`config.mk`:
```
export PLATFORM = sky130hd
export DESIGN_NAME = simple_proc_core_p
export DESIGN_NICKNAME = d
export VERILOG_FILES = /design/src/rtl/simple_proc_core_p.sv
export SDC_FILE = /design/constraint.sdc
export NUM_CORES = 2
export LEC_CHECK = 0
export BUFFER_PORTS_ARGS = -buffer_cell sky130_fd_sc_hd__buf_2
export CORE_MARGIN = 5
export CORE_UTILIZATION = 23
export DETAILED_ROUTE_END_ITERATION = 8
export GPL_ROUTABILITY_DRIVEN = 0
export GPL_TIMING_DRIVEN = 0
export PLACE_DENSITY_LB_ADDON = 0.3
export SLEW_MARGIN = 20
export SYNTH_ARGS = -nofsm -noshare
export SYNTH_HDL_FRONTEND = slang
export SYNTH_SLANG_ARGS = --single-unit
```
`constraint.sdc`:
```
create_clock -name clk -period 7.3 [get_ports clk]
set_clock_uncertainty 0.05 [all_clocks]
set_input_delay 0.365 -clock clk [delete_from_list [all_inputs] [get_ports clk]]
set_output_delay 0.365 -clock clk [all_outputs]
set_load 0.02 [all_outputs]
```
`src/rtl/simple_proc_core_p.sv`:
```
// Small multi-cycle processor core: fetch / execute / optional memory cycle,
// with an 8-entry register file, a flag register and a private data memory.
module simple_proc_core_p #(
    parameter int DATA_W  = 16,
    parameter int PC_W    = 10,
    parameter int DMEM_AW = 7
) (
    input  logic              clk,
    input  logic              rst,
    input  logic              start,
    input  logic [15:0]       instr,
    input  logic              instr_vld,
    output logic              instr_req,
    output logic [PC_W-1:0]   pc,
    output logic              busy,
    output logic              halted,
    output logic              wb_en,
    output logic [DATA_W-1:0] result,
    output logic              zero,
    output logic              negative,
    output logic              carry,
    output logic              overflow
);

    typedef enum logic [2:0] {IDLE, FETCH, EXEC, MEM, HALT} state_t;

    localparam logic [3:0] OP_ADD  = 4'd0;
    localparam logic [3:0] OP_SUB  = 4'd1;
    localparam logic [3:0] OP_AND  = 4'd2;
    localparam logic [3:0] OP_OR   = 4'd3;
    localparam logic [3:0] OP_XOR  = 4'd4;
    localparam logic [3:0] OP_SHL  = 4'd5;
    localparam logic [3:0] OP_SHR  = 4'd6;
    localparam logic [3:0] OP_MOVI = 4'd7;
    localparam logic [3:0] OP_ADDI = 4'd8;
    localparam logic [3:0] OP_LD   = 4'd9;
    localparam logic [3:0] OP_ST   = 4'd10;
    localparam logic [3:0] OP_JMP  = 4'd11;
    localparam logic [3:0] OP_BR   = 4'd12;
    localparam logic [3:0] OP_HALT = 4'd14;
    localparam logic [PC_W-1:0] PC_ONE = PC_W'(1);
    localparam int MSB = DATA_W - 1;

    state_t              state_q, state_d;
    logic [PC_W-1:0]     pc_q, pc_d;
    logic [15:0]         ir_q, ir_d;
    logic                z_q, z_d, n_q, n_d, c_q, c_d, v_q, v_d;
    logic [DATA_W-1:0]   regs_q [8];
    logic [DATA_W-1:0]   dmem [2**DMEM_AW];
    logic [DATA_W-1:0]   rdata_q;

    logic [1:0]          cond;
    logic [3:0]          op;
    logic [2:0]          rd, ra, rb;
    logic [6:0]          imm7;
    logic [DATA_W-1:0]   rd_val, ra_val, rb_val, imm_sext, imm_zext;
    logic [PC_W-1:0]     pc_off;
    logic [DMEM_AW-1:0]  mem_addr;
    logic                mem_we;
    logic                cond_ok;

    logic [DATA_W:0]     sum;
    logic [DATA_W-1:0]   alu_res;
    logic                alu_c, alu_v, alu_wr, flag_upd;

    assign cond     = ir_q[15:14];
    assign op       = ir_q[13:10];
    assign rd       = ir_q[9:7];
    assign ra       = ir_q[6:4];
    assign rb       = ir_q[3:1];
    assign imm7     = ir_q[6:0];
    assign rd_val   = regs_q[rd];
    assign ra_val   = regs_q[ra];
    assign rb_val   = regs_q[rb];
    assign imm_sext = {{(DATA_W-7){imm7[6]}}, imm7};
    assign imm_zext = {{(DATA_W-7){1'b0}}, imm7};
    assign pc_off   = {{(PC_W-7){imm7[6]}}, imm7};
    assign mem_addr = ra_val[DMEM_AW-1:0];

    always_comb begin
        case (cond)
            2'b00:   cond_ok = 1'b1;
            2'b01:   cond_ok = z_q;
            2'b10:   cond_ok = n_q;
            default: cond_ok = c_q;
        endcase
    end

    // SUB carry is "no borrow", i.e. the inverse of the extended subtract's top bit.
    always_comb begin
        sum      = '0;
        alu_res  = '0;
        alu_c    = 1'b0;
        alu_v    = 1'b0;
        alu_wr   = 1'b0;
        flag_upd = 1'b0;
        case (op)
            OP_ADD: begin
                sum      = {1'b0, ra_val} + {1'b0, rb_val};
                alu_res  = sum[MSB:0];
                alu_c    = sum[DATA_W];
                alu_v    = (ra_val[MSB] == rb_val[MSB]) && (alu_res[MSB] != ra_val[MSB]);
                alu_wr   = 1'b1;
                flag_upd = 1'b1;
            end
            OP_SUB: begin
                sum      = {1'b0, ra_val} - {1'b0, rb_val};
                alu_res  = sum[MSB:0];
                alu_c    = ~sum[DATA_W];
                alu_v    = (ra_val[MSB] != rb_val[MSB]) && (alu_res[MSB] != ra_val[MSB]);
                alu_wr   = 1'b1;
                flag_upd = 1'b1;
            end
            OP_AND, OP_OR, OP_XOR: begin
                alu_res  = (op == OP_AND) ? (ra_val & rb_val) :
                           (op == OP_OR)  ? (ra_val | rb_val) : (ra_val ^ rb_val);
                alu_wr   = 1'b1;
                flag_upd = 1'b1;
            end
            OP_SHL: begin
                alu_res  = {ra_val[MSB-1:0], 1'b0};
                alu_c    = ra_val[MSB];
                alu_wr   = 1'b1;
                flag_upd = 1'b1;
            end
            OP_SHR: begin
                alu_res  = {1'b0, ra_val[MSB:1]};
                alu_c    = ra_val[0];
                alu_wr   = 1'b1;
                flag_upd = 1'b1;
            end
            OP_MOVI: begin
                alu_res  = imm_zext;
                alu_wr   = 1'b1;
            end
            OP_ADDI: begin
                sum      = {1'b0, rd_val} + {1'b0, imm_sext};
                alu_res  = sum[MSB:0];
                alu_c    = sum[DATA_W];
                alu_v    = (rd_val[MSB] == imm_sext[MSB]) && (alu_res[MSB] != rd_val[MSB]);
                alu_wr   = 1'b1;
                flag_upd = 1'b1;
            end
            default: ;
        endcase
    end

    always_comb begin
        state_d   = state_q;
        pc_d      = pc_q;
        ir_d      = ir_q;
        z_d       = z_q;
        n_d       = n_q;
        c_d       = c_q;
        v_d       = v_q;
        instr_req = 1'b0;
        wb_en     = 1'b0;
        result    = '0;
        mem_we    = 1'b0;
        case (state_q)
            IDLE, HALT: begin
                if (start) begin
                    pc_d    = '0;
                    state_d = FETCH;
                end
            end
            FETCH: begin
                instr_req = 1'b1;
                if (instr_vld) begin
                    ir_d    = instr;
                    state_d = EXEC;
                end
            end
            EXEC: begin
                state_d = FETCH;
                pc_d    = pc_q + PC_ONE;
                if (cond_ok) begin
                    case (op)
                        OP_LD: begin
                            pc_d    = pc_q;
                            state_d = MEM;
                        end
                        OP_ST:   mem_we = 1'b1;
                        OP_JMP:  pc_d = ra_val[PC_W-1:0];
                        OP_BR:   pc_d = pc_q + pc_off;
                        OP_HALT: begin
                            pc_d    = pc_q;
                            state_d = HALT;
                        end
                        default: ;
                    endcase
                    if (alu_wr) begin
                        wb_en  = 1'b1;
                        result = alu_res;
                    end
                    if (flag_upd) begin
                        z_d = (alu_res == '0);
                        n_d = alu_res[MSB];
                        c_d = alu_c;
                        v_d = alu_v;
                    end
                end
            end
            MEM: begin
                wb_en   = 1'b1;
                result  = rdata_q;
                pc_d    = pc_q + PC_ONE;
                state_d = FETCH;
            end
            default: state_d = IDLE;
        endcase
    end

    always_ff @(posedge clk or posedge rst) begin
        if (rst) begin
            state_q <= IDLE;
            pc_q    <= '0;
            ir_q    <= '0;
            z_q     <= 1'b0;
            n_q     <= 1'b0;
            c_q     <= 1'b0;
            v_q     <= 1'b0;
        end else begin
            state_q <= state_d;
            pc_q    <= pc_d;
            ir_q    <= ir_d;
            z_q     <= z_d;
            n_q     <= n_d;
            c_q     <= c_d;
            v_q     <= v_d;
        end
    end

    always_ff @(posedge clk or posedge rst) begin
        if (rst) begin
            for (int i = 0; i < 8; i++) regs_q[i] <= '0;
        end else if (wb_en) begin
            regs_q[rd] <= result;
        end
    end

    // Data memory is deliberately not reset; a reset drops state to IDLE so mem_we is low.
    always_ff @(posedge clk) begin
        if (mem_we) dmem[mem_addr] <= rb_val;
        rdata_q <= dmem[mem_addr];
    end

    assign pc       = pc_q;
    assign busy     = (state_q == FETCH) || (state_q == EXEC) || (state_q == MEM);
    assign halted   = (state_q == HALT);
    assign zero     = z_q;
    assign negative = n_q;
    assign carry    = c_q;
    assign overflow = v_q;

endmodule

```
# Yosys cells after proc, flatten, opt, wreduce, memory -nomap -nowiden
# Memory sizes are Yosys's and may differ from the RTL's. A register that Yosys moved wholly into a read port is not among the register bits.
# Index checks and enable logic that the tools add are counted.
[word_totals] register_bits=161 ram_bits=2048 output_inout_bits=34 wordCells=121 memories=1 inputBits=20
[mem_list] memory="dmem" depth=128 word_bits=16 rd=1 rd_clocked_by_memory_dff=1 wr=1 line="49" source="logic [DATA_W-1:0] dmem [2**DMEM_AW];"
[op_classes] reduce_logical=20 n_eq_ne=28 n_mux=41 bitwise=7 n_lt_le_gt_ge=4 n_addsub=5
[op_table] op="$mux W16" count=11
[op_table] op="$bmux W16 S3" count=3
[op_table] op="$bwmux W128" count=1
[op_table] op="$pmux W16 S7" count=1
[op_table] op="$pmux W10 S3" count=2
[op_table] op="$demux W16 S3" count=1
[op_table] op="$add A16 B16 Y17" count=2
[op_table] op="$pmux W16 S2" count=1
[op_table] op="$eq A4 B4 Y1 const B" count=6
[op_table] op="$mux W10" count=2
[op_table] op="$sub A16 B16 Y17" count=1
[op_table] op="$and A16 B16 Y16" count=1
[op_table] op="$eq A4 B3 Y1 const B" count=4
[op_table] op="$logic_not A16 Y1" count=1
[op_table] op="$or A16 B16 Y16" count=1
[op_table] op="$xor A16 B16 Y16" count=1
[op_table] op="$ge A4 B4 Y1 const B" count=3
[op_table] op="$not A3 Y4" count=3
[op_table] op="$pmux W3 S4" count=1
[op_table] op="$add A10 B1 Y10 const B" count=1
[op_table] op="$add A10 B10 Y10" count=1
[op_table] op="$mux W1" count=10
[op_table] op="$mux W3" count=3
[op_table] op="$reduce_or A9 Y1" count=1
[op_table] op="other kinds (28)" count=43

# Longest topological paths before layout
[depth] word_depth=12 ltp_mapped=18 mapped_depth_nobuf=16

# Worst setup path after synthesis
# OpenSTA, ideal clock, no wires.
[synth_timing] kind="register to output" from="register ir_q[1]" to="output result[12]" n_path_buf=2 t_required_ns=6.885 path_stages_with_launch=17 setup_slack_ns=1.197 arrival_time_ns=5.688 path_cell_list="dfrtp_1 clkbuf_1 buf_1 mux4_2 mux2i_1 inv_1 ha_1 fa_1 a211oi_1 o21ai_0 a311o_1 a21oi_1 xnor2_1 nand2_1 nand2b_1 a22oi_1 inv_1"
[synth_via] word_cells_on_any_way=16 cone_classes="add/sub (3); mux (9); bitwise (4)"
[synth_lines] item="from (decl)" line="46" source="logic [15:0] ir_q, ir_d;"
[synth_lines] item="from (signal assigned)" line="226" source="ir_q <= ir_d;"
[synth_lines] item="$not A3 Y4 (not written as such) (*)" line="74" source="assign rb_val = regs_q[rb];"
[synth_lines] item="$bmux W16 S3 (*)" line="74"
[synth_lines] item="$mux W16 (not written as such) (*) (2 in series)" line="74"
[synth_lines] item="net rb_val[0]" line="56" source="logic [DATA_W-1:0] rd_val, ra_val, rb_val, imm_sext, imm_zext;"
[synth_lines] item="$sub A16 B16 Y17 or $add A16 B16 Y17 (tied branches)" line="107, 99"
[synth_lines] item="$pmux W16 S7 (*)" line="97" source="case (op)"
[synth_lines] item="$mux W16 (*)" line="192" source="if (alu_wr) begin"
[synth_lines] item="$mux W16 (*)" line="177" source="if (cond_ok) begin"
[synth_lines] item="$pmux W16 S2 (*)" line="160" source="case (state_q)"
[synth_lines] item="to (decl)" line="18" source="output logic [DATA_W-1:0] result,"
# The timed path passes the listed nets; every way through them passes the cells marked *. The select of a mux whose other input is x is not followed.

# Final worst setup path
[layout_timing] from="register ir_q[6]" to="register rdata_q[12] (read register of dmem)"
[layout_via] elab_chain_cells=4
[layout_lines] item="$not A3 Y4 (not written as such)" line="73" source="assign ra_val = regs_q[ra];"
[layout_lines] item="$bmux W16 S3" line="73"
[layout_lines] item="$mux W16 (not written as such) (2 in series)" line="73"
[layout_lines] item="to (decl)" line="50" source="logic [DATA_W-1:0] rdata_q;"
# No other way between the ends. The select of a mux whose other input is x is not followed.
# A chain may end at the register's enable or synchronous reset.

==> results.md <==
- Crit path cell chain: buf_2 -> mux2i_4 -> inv_2 -> nor3_2 -> buf_2 -> buf_2 -> buf_2 -> a22oi_1 -> a31oi_1 -> nor4_1 -> o221ai_1
- Cell area power density: 460 nW/um^2
- Yosys top cell by area: edfxtp_1
- Slew Viols, Final: 0
- Maximum clock rate: 0.131 GHz
- Final hold violations: 0
- Design Power: 49200 uW
- Status: finished with violations
- DRC viols: 0
- Die area: 395000 um^2
- Critical Path End: rdata_q[12]$_DFF_P_
- Die H: 629 um
- Worst R2R End: rdata_q[12]$_DFF_P_
- Worst Setup Slack, final: -0.349 ns
- Row count: approximately 230
- Largest family of logic cells by synthesized area: compound AO/OA/AOI/OAI gates
- Fill cell count: 38300
- Layout Utilization: between 20 and 30%
- Initial Util: a little under a quarter
- First-pass GRT wire length: about 560000 um
- # port buffers: between 50 and 60
- Mean Syn Cell Area: 16.2 um^2
- Setup violations, final: between 300 and 400
- Multiplexer share of the synthesized area: 2.81%
- Vias in the first global route: 56800
- Yosys cell types: 85
- Routed vias: 62700
- Drt first pass iters: 8
- Register area share after synthesis: 74.8%
- Failing checks: negative setup slack
- Post-DP HPWL: 290000 um
- Register-to-register setup slack: -0.35 ns
- Initial detailed-routing violation count: 12300
- Synth Register Bits: 2225
- Grt total ovfl: 0
- Cell mode on critical path: buf_2
- Compound-gate portion of the synthesized area: approximately 15%
- Place WS: -0.402 ns
- Setup TNS: -23.46 ns
- Antenna-violating nets left: 0
- Synth Area in XOR/XNOR: less than 1%
- Syn_nets: 5547
- FF-to-FF Start: ir_q[6]$_DFFE_PP0P_
- Reg2Reg Depth: 11
- RSZ-0062 raised after global routing: false
- WHS: about 0.057 ns
- Critical path capture point type: flip-flop
- Adder-Cell Fraction of Synth Area: 1.19%
- Area contributors post-synth: edfxtp_1 70%, a22oi_1 4.7%, dfrtp_1 4.6%, a221oi_1 2.5%, a22o_1 2.5%
- Cells after Synth: 5446
- Final nets: between 6000 and 7000
- CP peak stage delay: 0.87 ns
- Simple-gate share of the synthesized area: 3.78%
- EDFF count, synth: 2048
- WL/cell: 38.8 um
- Ys Warns: 0
- GRT Util Overall: 20.9%
- Post-synth ARST share: between 7 and 8%
- Leak: 0.0348 uW
- Core area: 382000 um^2
- Pin count of the biggest net entering global routing: 101
- Footprint of the multi-input gates: between 20000 and 25000 um^2
- WL final: 433000 um
- Clock slew at reported path FFs: 0.06 ns
- Startpoint types: flip-flop
- Share of layout cells above drive strength 1: 17.9%
- Syn-to-layout area delta: 21.4%
- Hold WC Path Type: input port to async pin
- CTS tree: yes
- Root buf cell: clkbuf_16
- Crit path from: ir_q[6]$_DFFE_PP0P_
- Worst slew margin: 11.8%
- Maximum vdd drop: 0.398 mV
- Crit path required time: between 7 and 8 ns
- Most frequent cells in the layout: 2048 x edfxtp_1, 544 x a22oi_1, 274 x nand2_1
- CP Class: flip-flop to flip-flop
- Top cell type's share of synthesized area: 69.9%
- # IOs: 54
- Max cap viols: 0
- Slew at the pin closest to its max-slew limit: 1.32 ns
- Htree depth: 4
- CP max-delay cell: nor3_2
- Period utilisation layout: 105%
- Clock Latency Late Sink: 0.95 ns
- Critical path arrival: 8.28 ns
- Synthesized cell area: 88000 um^2
- Initial antenna violation count: a little under 70
- Register area: 65800 um^2
- Final min period: ~7.6 ns
- Clock buffer depth: 4
- Crit path max fanout: 14
- Number of buffers created by CTS: 223
- Commonest non-fill, non-tap cell in the layout: edfxtp_1
- Die Wd: 629 um
- Avg Vias per Cell: 5.62
- Top_reg_cell synth: edfxtp_1
- # clock sinks: ~2200
cell families after synthesis:
group                      count (synthesis)
xor gates and xnor gates                  35
AOI/OAI and AO/OA                       1776
adders and majority gates                 81
and+or+nand+nor                          722
DFF                                     2225
muxes                                    169
buffers and inverters                    438
cell usage after synthesis (all sizes together) (12+ instances only):
| master | count |
|---|---|
| nor3 | 57 |
| buf | 203 |
| ha | 77 |
| nor2b | 20 |
| nand2 | 277 |
| a22oi | 551 |
| mux4 | 56 |
| nand4 | 18 |
| xnor2 | 20 |
| mux2i | 90 |
| nand2b | 12 |
| nor4 | 37 |
| o31ai | 17 |
| o22ai | 20 |
| inv | 69 |
| dfrtp | 161 |
| a31oi | 252 |
| a21oi | 84 |
| o21ai | 219 |
| a221o | 24 |
| edfxtp | 2048 |
| nor3b | 13 |
| dfxtp | 16 |
| nor2 | 208 |
| clkbuf | 164 |
| a221oi | 255 |
| xor2 | 15 |
| mux2 | 23 |
| a22o | 247 |
| o211ai | 17 |
| nand3 | 30 |
worst max-delay path: cells and delay by family, from the launching register on:
| kind | cells | cell delay (ns) |
|---|---|---|
| AO/OA/AOI/OAI | 3 | 1.54 |
| AND/OR/NAND/NOR | 2 | 1.16 |
| multiplexers | 1 | 0.82 |
| flip-flops | 1 | 0.77 |
| buffers and inverters | 5 | 3.01 |
registers in the layout, summed over array words and instances (netlist names):
register	flops
carry	1
pc	10
ir_q	16
state_q	3
zero	1
regs_q	128
overflow	1
dmem	2048
rdata_q	16
negative	1
worst min-delay path by stage:
stage | from | to | slack (ns) | depth (start not counted)
6_report | rst | pc[2]$_DFFE_PP0P_ | 0.06 | 3
5_1_grt | rst | pc[2]$_DFFE_PP0P_ | 0.10 | 3
4_1_cts | rst | regs_q[77]$_DFFE_PP0P_ | 0.04 | 3
3_5_place_dp | rst | pc[2]$_DFFE_PP0P_ | 0.39 | 2
3_3_place_gp | regs_q[18]$_DFFE_PP0P_ | regs_q[18]$_DFFE_PP0P_ | 0.45 | 2
2_1_floorplan | start | state_q[2]$_DFFE_PP0P_ | 0.42 | 1
where the power goes:
group	total (uW)	switching [uW]	internal [uW]
Sequential	16200	439	15800
Combinational	21600	16700	4940
Clock	11400	5130	6270
Total	49200	22200	27000
through the flow:
step / std cells / instance area [um^2]
3_5_place_dp: 10700 / 99200
3_3_place_gp: 10500 / 94600
5_1_grt: 11100 / 107000
2_1_floorplan: 5446 / 88000
4_1_cts: 11100 / 107000
6_report: 11200 / 107000
layer usage:
layer / track usage (%) / share of wire, % / up-vias
met5: 0.266 / 0.076 / -
met4: 11.9 / 6.8 / 24
met3: 7.85 / 14 / 1139
met2: 29.9 / 42 / 5560
met1: 26.8 / 37 / 32600
li1: - / - / 23500
what timing repair did:
action,CTS,global route
hold buffers,19,0
resized for setup,50,5
hold endpoints to repair,84,0
buffers inserted,14,5
endpoints found under the setup margin,205,31
pin swaps,7,4
layout make-up:
cell class / instances / share of cell area [%]
Clock inverter: 121 / 1.01
Antenna cell: 36 / 0.0843
Sequential cell: 2225 / 61.6
Inverter: 71 / 0.336
Tap cell: 5038 / 5.90
Timing Repair Buffer: 236 / 3.82
Buffer: 366 / 1.73
Clock buffer: 280 / 5.45
Multi-Input combinational cell: 2783 / 20.1
Power figures use the tool's default switching activity.
